## config.mk

```make
export PLATFORM = sky130hd
export DESIGN_NAME = instr_fetch_queue
export DESIGN_NICKNAME = d
export VERILOG_FILES = /design/src/rtl/riscv_pkg.sv /design/src/rtl/instr_fetch_queue.sv
export SDC_FILE = /design/constraint.sdc
export NUM_CORES = 1
export LEC_CHECK = 0
export CAP_MARGIN = 20
export CORE_MARGIN = 3
export CORE_UTILIZATION = 49
export DETAILED_ROUTE_END_ITERATION = 10
export PLACE_DENSITY = 0.75
export SYNTH_ARGS = -nofsm -noshare
export SYNTH_HDL_FRONTEND = slang
export SYNTH_SLANG_ARGS = --single-unit
```

## constraint.sdc

```tcl
create_clock -name clk_i -period 2.9 [get_ports clk_i]
set_clock_uncertainty 0.1 [all_clocks]
set_input_delay 0.29 -clock clk_i [delete_from_list [all_inputs] [get_ports clk_i]]
set_output_delay 0.29 -clock clk_i [all_outputs]
set_load 0.005 [all_outputs]
```

## src/rtl/riscv_pkg.sv

```systemverilog
// Shared RISC-V front-end types and constants.
// Includes the fetch-queue entry layout and the canonical NOP.
package riscv_pkg;

    localparam int XLEN = 32;

    // addi x0, x0, 0
    localparam logic [XLEN-1:0] NOP_INSTR = 32'h0000_0013;

    typedef struct packed {
        logic [XLEN-1:0] pc;
        logic [XLEN-1:0] instr;
        logic            btaken;
    } fq_entry_t;

endpackage : riscv_pkg

```

## src/rtl/instr_fetch_queue.sv

```systemverilog
// First-word-fall-through instruction fetch queue between fetch and decode.
// Flush drops everything for a redirect; empty output presents a NOP.
module instr_fetch_queue
    import riscv_pkg::*;
#(
    parameter int DEPTH = 4
) (
    input  logic                   clk_i,
    input  logic                   rst_i,
    input  logic                   flush_i,
    input  logic                   enq_valid_i,
    output logic                   enq_ready_o,
    input  logic [XLEN-1:0]        enq_pc_i,
    input  logic [XLEN-1:0]        enq_instr_i,
    input  logic                   enq_btaken_i,
    output logic                   deq_valid_o,
    input  logic                   deq_ready_i,
    output logic [XLEN-1:0]        deq_pc_o,
    output logic [XLEN-1:0]        deq_instr_o,
    output logic                   deq_btaken_o,
    output logic [$clog2(DEPTH):0] count_o
);

    localparam int AW = $clog2(DEPTH);
    localparam int CW = AW + 1;

    fq_entry_t       r_mem [DEPTH];
    logic [AW-1:0]   r_wr_ptr;
    logic [AW-1:0]   r_rd_ptr;
    logic [CW-1:0]   r_count;

    logic            w_enq;
    logic            w_deq;
    logic            w_wr_en;
    fq_entry_t       w_head;

    // Ready depends only on the registered count, so full blocks enqueue
    // even when decode is draining in the same cycle.
    assign enq_ready_o = (r_count < CW'(DEPTH));
    assign deq_valid_o = (r_count != '0);
    assign w_enq       = enq_valid_i && enq_ready_o;
    assign w_deq       = deq_valid_o && deq_ready_i;
    assign w_wr_en     = w_enq && !flush_i && !rst_i;

    assign w_head       = r_mem[r_rd_ptr];
    assign deq_pc_o     = deq_valid_o ? w_head.pc     : '0;
    assign deq_instr_o  = deq_valid_o ? w_head.instr  : NOP_INSTR;
    assign deq_btaken_o = deq_valid_o ? w_head.btaken : 1'b0;
    assign count_o      = r_count;

    always_ff @(posedge clk_i) begin
        if (w_wr_en) begin
            r_mem[r_wr_ptr] <= '{pc: enq_pc_i, instr: enq_instr_i, btaken: enq_btaken_i};
        end
    end

    always_ff @(posedge clk_i) begin
        if (rst_i || flush_i) begin
            r_wr_ptr <= '0;
            r_rd_ptr <= '0;
            r_count  <= '0;
        end else begin
            if (w_enq) begin
                r_wr_ptr <= r_wr_ptr + 1'b1;
            end
            if (w_deq) begin
                r_rd_ptr <= r_rd_ptr + 1'b1;
            end
            case ({w_enq, w_deq})
                2'b10:   r_count <= r_count + CW'(1);
                2'b01:   r_count <= r_count - CW'(1);
                default: r_count <= r_count;
            endcase
        end
    end

endmodule : instr_fetch_queue

```

# Word level (Yosys, flattened, before mapping)
# Memories as Yosys holds them, arrays and structs flattened. A register that Yosys moved wholly into a read port is not among the register bits.
# Index checks and enable logic that the tools add are counted.
# classes
n_mux	8
order_cmp	1
reduce_logical	9
addsub	4
n_eq_ne	2
# op_table
op	count
32-bit two-way mux	2
3-bit one-hot mux with 2 select lines	1
2-bit by 1-bit adder with 2-bit output, second input constant	2
1-bit logical AND	4
2-bit two-way mux	2
3-bit by 1-bit adder with 3-bit output, second input constant	1
3-bit less-than comparator, second input constant	1
1-bit two-way mux	3
3-bit nonzero test	1
3-bit by 1-bit subtractor with 3-bit output, second input constant	1
2-bit by 1-bit == test with 1-bit output, second input constant	1
2-bit == test, second input constant	1
1-bit zero test	2
2-bit nonzero test	1
1-bit logical OR	1
# totals
inputBits	70
n_memories	1
mem_bits_rw	260
ff_bits	7
elab_cells	28
# memory_table
memory	words	word_bits	rd	rd_ports_with_merged_regs	write_ports	line	source
r_mem	4	65	1	1	1	instr_fetch_queue.sv:27	fq_entry_t r_mem [DEPTH];

# Logic depth before layout (Yosys ltp)
# Gate-level depths: netlist of the first run.
# logic_depth
ltp_word	6
ltp_mapped	9

# Worst setup path after synthesis of the first run
# OpenSTA, ideal clock, no wires.
# synth_timing
path_kind	register to register
startpoint	register r_count[2], in the netlist count_o[2]
endpoint	memory r_mem[0][0] (netlist bit), enable pin
path_slack_ns	0.048
required_time_ns	2.370
setup_time_ns	0.430
stages_incl_launch_ff	4
n_path_buf	1
arrival_time_ns	2.322
period_less_slack_ns	2.852
cell_sequence	dfxtp_1 > nor2b_1 > clkbuf_1 > and3_1
# synth_via
elab_chain_cells	6
# synth_lines
element	line	source
from (decl)	instr_fetch_queue.sv:30	logic [CW-1:0] r_count;
from (signal assigned)	instr_fetch_queue.sv:70	2'b10: r_count <= r_count + CW'(1);
from (signal assigned)	instr_fetch_queue.sv:71	2'b01: r_count <= r_count - CW'(1);
from (signal assigned)	instr_fetch_queue.sv:72	default: r_count <= r_count;
3-bit less-than comparator	instr_fetch_queue.sv:39	assign enq_ready_o = (r_count < CW'(DEPTH));
1-bit logical AND	instr_fetch_queue.sv:41	assign w_enq = enq_valid_i && enq_ready_o;
1-bit logical AND (2 in a row)	instr_fetch_queue.sv:43	assign w_wr_en = w_enq && !flush_i && !rst_i;
1-bit two-way mux	instr_fetch_queue.sv:52	if (w_wr_en) begin
1-bit two-way mux (implied by the code)	instr_fetch_queue.sv:53	r_mem[r_wr_ptr] <= '{pc: enq_pc_i, instr: enq_instr_i, btaken: enq_btaken_i};
to (decl)	instr_fetch_queue.sv:27	
# No other way between the ends.

==> flow_summary_export.csv, run 1 <==
group,metric,value,unit
sta,fin_ws,0.158,ns
layout,area_growth,26.3,%
grt,antenna_found_initial,0,
layout,antenna_cells,0,
clock_tree,clock-sinks,269,
layout,final_area,13000,sq um
clock_tree,cts-root-buf,"clkbuf_16",
grt,grt_pass1_vias,5307,
pwr,swShare,18.9,%
drt,routed_wl,19500,um
critical_path,reg2reg_to,"count_o[2]",
logic_synthesis,synth-edff-count,260,
drt,drtIter0Drc,262,
logic_synthesis,ys.flop_type,"edfxtp_1",
hold_path,whs_endpoint,"r_mem[1][10]",
pwr,p_seq_share,54.4,%
floorplanning,die_height,151,um
critical_path,rrSetupSlack,0.72,ns
pwr,p_clk_share,39.6,%
grt,grt_max_degree,66,
floorplanning,start_util,50.4,%
pwr,ir_worst_vdd,506,uV
sta,setup_viol,0,
floorplanning,fp.dieW,151,um
sta,slew_headroom,65.9,%
critical_path,required,2.51,ns
drt,ant_nets,0,
clock_tree,clk_latency,0.51,ns
placed_design,dp_slack,0.428,ns
pwr,p_int,6.44,mW
grt,gr-total-overflow,0,
placed_design,placedCellCount,870,
pwr,power.density,611,nW/um^2
sta,finalWorstPathRequiredPeriod,2.74,ns
critical_path,cp-start-kind,"flop",
logic_synthesis,synth_area,10300,sq um
layout,finalNetCount,708,
floorplanning,io_pins,140,
sta,tightest_slew,0.510,ns
clock_tree,cts_tree,"done",
logic_synthesis,ys.warnings.count,0,
logic_synthesis,synth_seq_area_share,77.6,%
layout,final_layout_size_suffix_gt1_share,20.2,%
logic_synthesis,syn_inst,466,
clock_tree,htree_levels,1,
grt,grt_usage,17.2,%
critical_path,arrival,2.35,ns
status,outcome,"finished clean",
sta,fmax,365,MHz
pwr,leakage,4.08,nW
floorplanning,core,20400,sq um
hold_path,worst_hold_path_type,"primary input to flop",
pwr,switchingPower,1.50,mW
clock_tree,path_clk_slew,0.06,ns
sta,slew_viol_final,0,
drt,drc,0,
run,cap_violations,0,
logic_synthesis,synth-seq-cells,269,
clock_tree,ctsResizeCount,0,
grt,grt_pass1_wl,29900,um
drt,wl_per_cell,21.3,um
hold_path,min_from,"enq_instr_i[9]",
sta,finalHoldViolCount,0,
logic_synthesis,synth_area_per_cell,22.1,sq um
placed_design,place_hpwl,11900,um
sta,tns,0,ns
placed_design,gp_congestion,0.729,
placed_design,place_area,12200,sq um
logic_synthesis,synthDistinctLibCells,25,
floorplanning,rows,52,
logic_synthesis,async_flop_share,0,%
drt,vias_per_cell,5.39,
floorplanning,dieArea,22800,sq um
drt,dr.pass1.iters,4,
sta,rsz0062_at_grt,"false",
pwr,p_comb_share,6.0,%
drt,num_vias,4947,
logic_synthesis,synth_nets,542,
layout,final_cells,917,
clock_tree,ctsLongestPathBuffers,3,
critical_path,r2r-start,"count_o[2]",
clock_tree,cts-buffers-inserted,27,
placed_design,port_buffers,139,
sta,min_period_over_period,94.6,%
clock_tree,postCtsHoldBufs,0,
critical_path,worstSetupPathType,"flop to output port",
critical_path,path_max_fanout,8,
pwr,p_total,7.94,mW
critical_path,cp-end-kind,"output port",
critical_path,worst-r2r-cell-count,8,
hold_path,hold_depth,1,
placed cells by master, fill, tap and decap left out, types with 2 or more instances in the layout:
master           instances
a21oi_1                  3
and2b_1                  3
and3_4                   4
buf_12                  10
buf_4                   10
bufinv_16                2
clkbuf_1                 3
clkbuf_16               27
clkdlybuf4s50_1        139
clkinv_1                 4
clkinv_2                 8
dfxtp_1                  7
dfxtp_4                  2
edfxtp_1               260
ha_1                     5
inv_1                    9
mux4_2                  65
nor2_1                   8
nor2b_1                 60
o21ai_0                  2
or2_1                    3
or3_1                    2
xor2_1                   3
layer usage:
layer	vias up	wire, um	part of all wire, %	track usage [%]
li1	2207	-	-	-
met1	2571	8340	43	23.7
met2	148	9930	51	29.1
met3	21	999	5.1	2.81
met4	0	261	1.3	4.13
met5	-	0	0	0
synth_stat cells (4+ instances only):
| library cell | instances | share of area [%] |
|---|---|---|
| edfxtp_1 | 260 | 76 |
| mux4_2 | 65 | 14 |
| nor2b_1 | 60 | 3.6 |
| clkbuf_1 | 9 | 0.33 |
| dfxtp_1 | 9 | 1.7 |
| inv_1 | 9 | 0.33 |
| nor2_1 | 8 | 0.29 |
| buf_2 | 7 | 0.34 |
| buf_6 | 6 | 0.66 |
| ha_1 | 5 | 0.61 |
| and3_1 | 4 | 0.24 |
critical path: stages (launching register included):
cell and delay [ns]:
dfxtp_4 0.44, buf_4 0.25, mux4_2 0.53, nor2b_1 0.16
clkdlybuf4s50_1 0.47
metrics by stage:
stage	util, %	hold slack (ns)
6_report	63.7	0.317
5_1_grt	63.7	0.308
4_1_cts	63.6	0.296
3_5_place_dp	59.6	0.382
3_3_place_gp	59.6	0.362
2_1_floorplan	-	0.289
flip-flops by register name (all words and copies together) (netlist names), named ones only:
name / count
count_o: 3
r_wr_ptr: 2
r_mem: 260
r_rd_ptr: 2
logic make-up after synthesis:
family	Yosys count	synth area share (%)
fa+ha+maj	6	0.802
compound gates	6	0.316
xor+xnor	4	0.340
buf+inv	32	1.72
mux	66	14.3
simple gates	83	4.96
flops	269	77.6
power groups by stage:
stage          combinational, mW  sequential [mW]  clock (mW)
2_1_floorplan              0.176             4.40           0
3_3_place_gp               0.465             4.40           0
3_5_place_dp               0.477             4.40           0
4_1_cts                    0.483             4.32        3.23
5_1_grt                    0.513             4.32        3.37
6_report                   0.476             4.32        3.15
repair_timing:
item | CTS | global route
setup buffers | 2 | 1
hold endpoints to repair | 0 | 0
endpoints found under the setup margin | 12 | 3
cell type report:
type	instances	area, sq um
Clock buffer	30	687
Clock inverter	14	115
Fill cell	1433	7420
Inverter	9	33.8
Multi-Input combinational cell	165	2150
Sequential cell	269	8000
Tap cell	270	338
Timing Repair Buffer	160	1680
how the worst max path moves through the flow:
stage | endpoint | startpoint
after floorplan | r_mem[0][0] | count_o[2]
after global placement | count_o[2] | enq_valid_i
after detailed placement | count_o[2] | enq_valid_i
after CTS | deq_pc_o[15] | flop
after global routing | deq_pc_o[10] | flop
final | deq_pc_o[13] | flop
(Power assumes the default switching activity.)
==> run 2, diff against run 1 <==
--- a/config.mk
+++ b/config.mk
@@ -5,7 +5,7 @@
 export SDC_FILE = /design/constraint.sdc
 export NUM_CORES = 1
 export LEC_CHECK = 0
-export CAP_MARGIN = 20
+export CAP_MARGIN = 15
 export CORE_MARGIN = 3
 export CORE_UTILIZATION = 49
 export DETAILED_ROUTE_END_ITERATION = 10
@@ -13,3 +13,4 @@
 export SYNTH_ARGS = -nofsm -noshare
 export SYNTH_HDL_FRONTEND = slang
 export SYNTH_SLANG_ARGS = --single-unit
+export TNS_END_PERCENT = 5
==> results of run 2 <==
No change in the layout: final DEF, timing and power equal those of run 1.
==> run 3, diff against run 2 <==
--- a/config.mk
+++ b/config.mk
@@ -9,6 +9,7 @@
 export CORE_MARGIN = 3
 export CORE_UTILIZATION = 49
 export DETAILED_ROUTE_END_ITERATION = 10
+export HOLD_SLACK_MARGIN = 0.06
 export PLACE_DENSITY = 0.75
 export SYNTH_ARGS = -nofsm -noshare
 export SYNTH_HDL_FRONTEND = slang
==> results of run 3 <==
No change in the layout: final DEF, timing and power equal those of run 1.
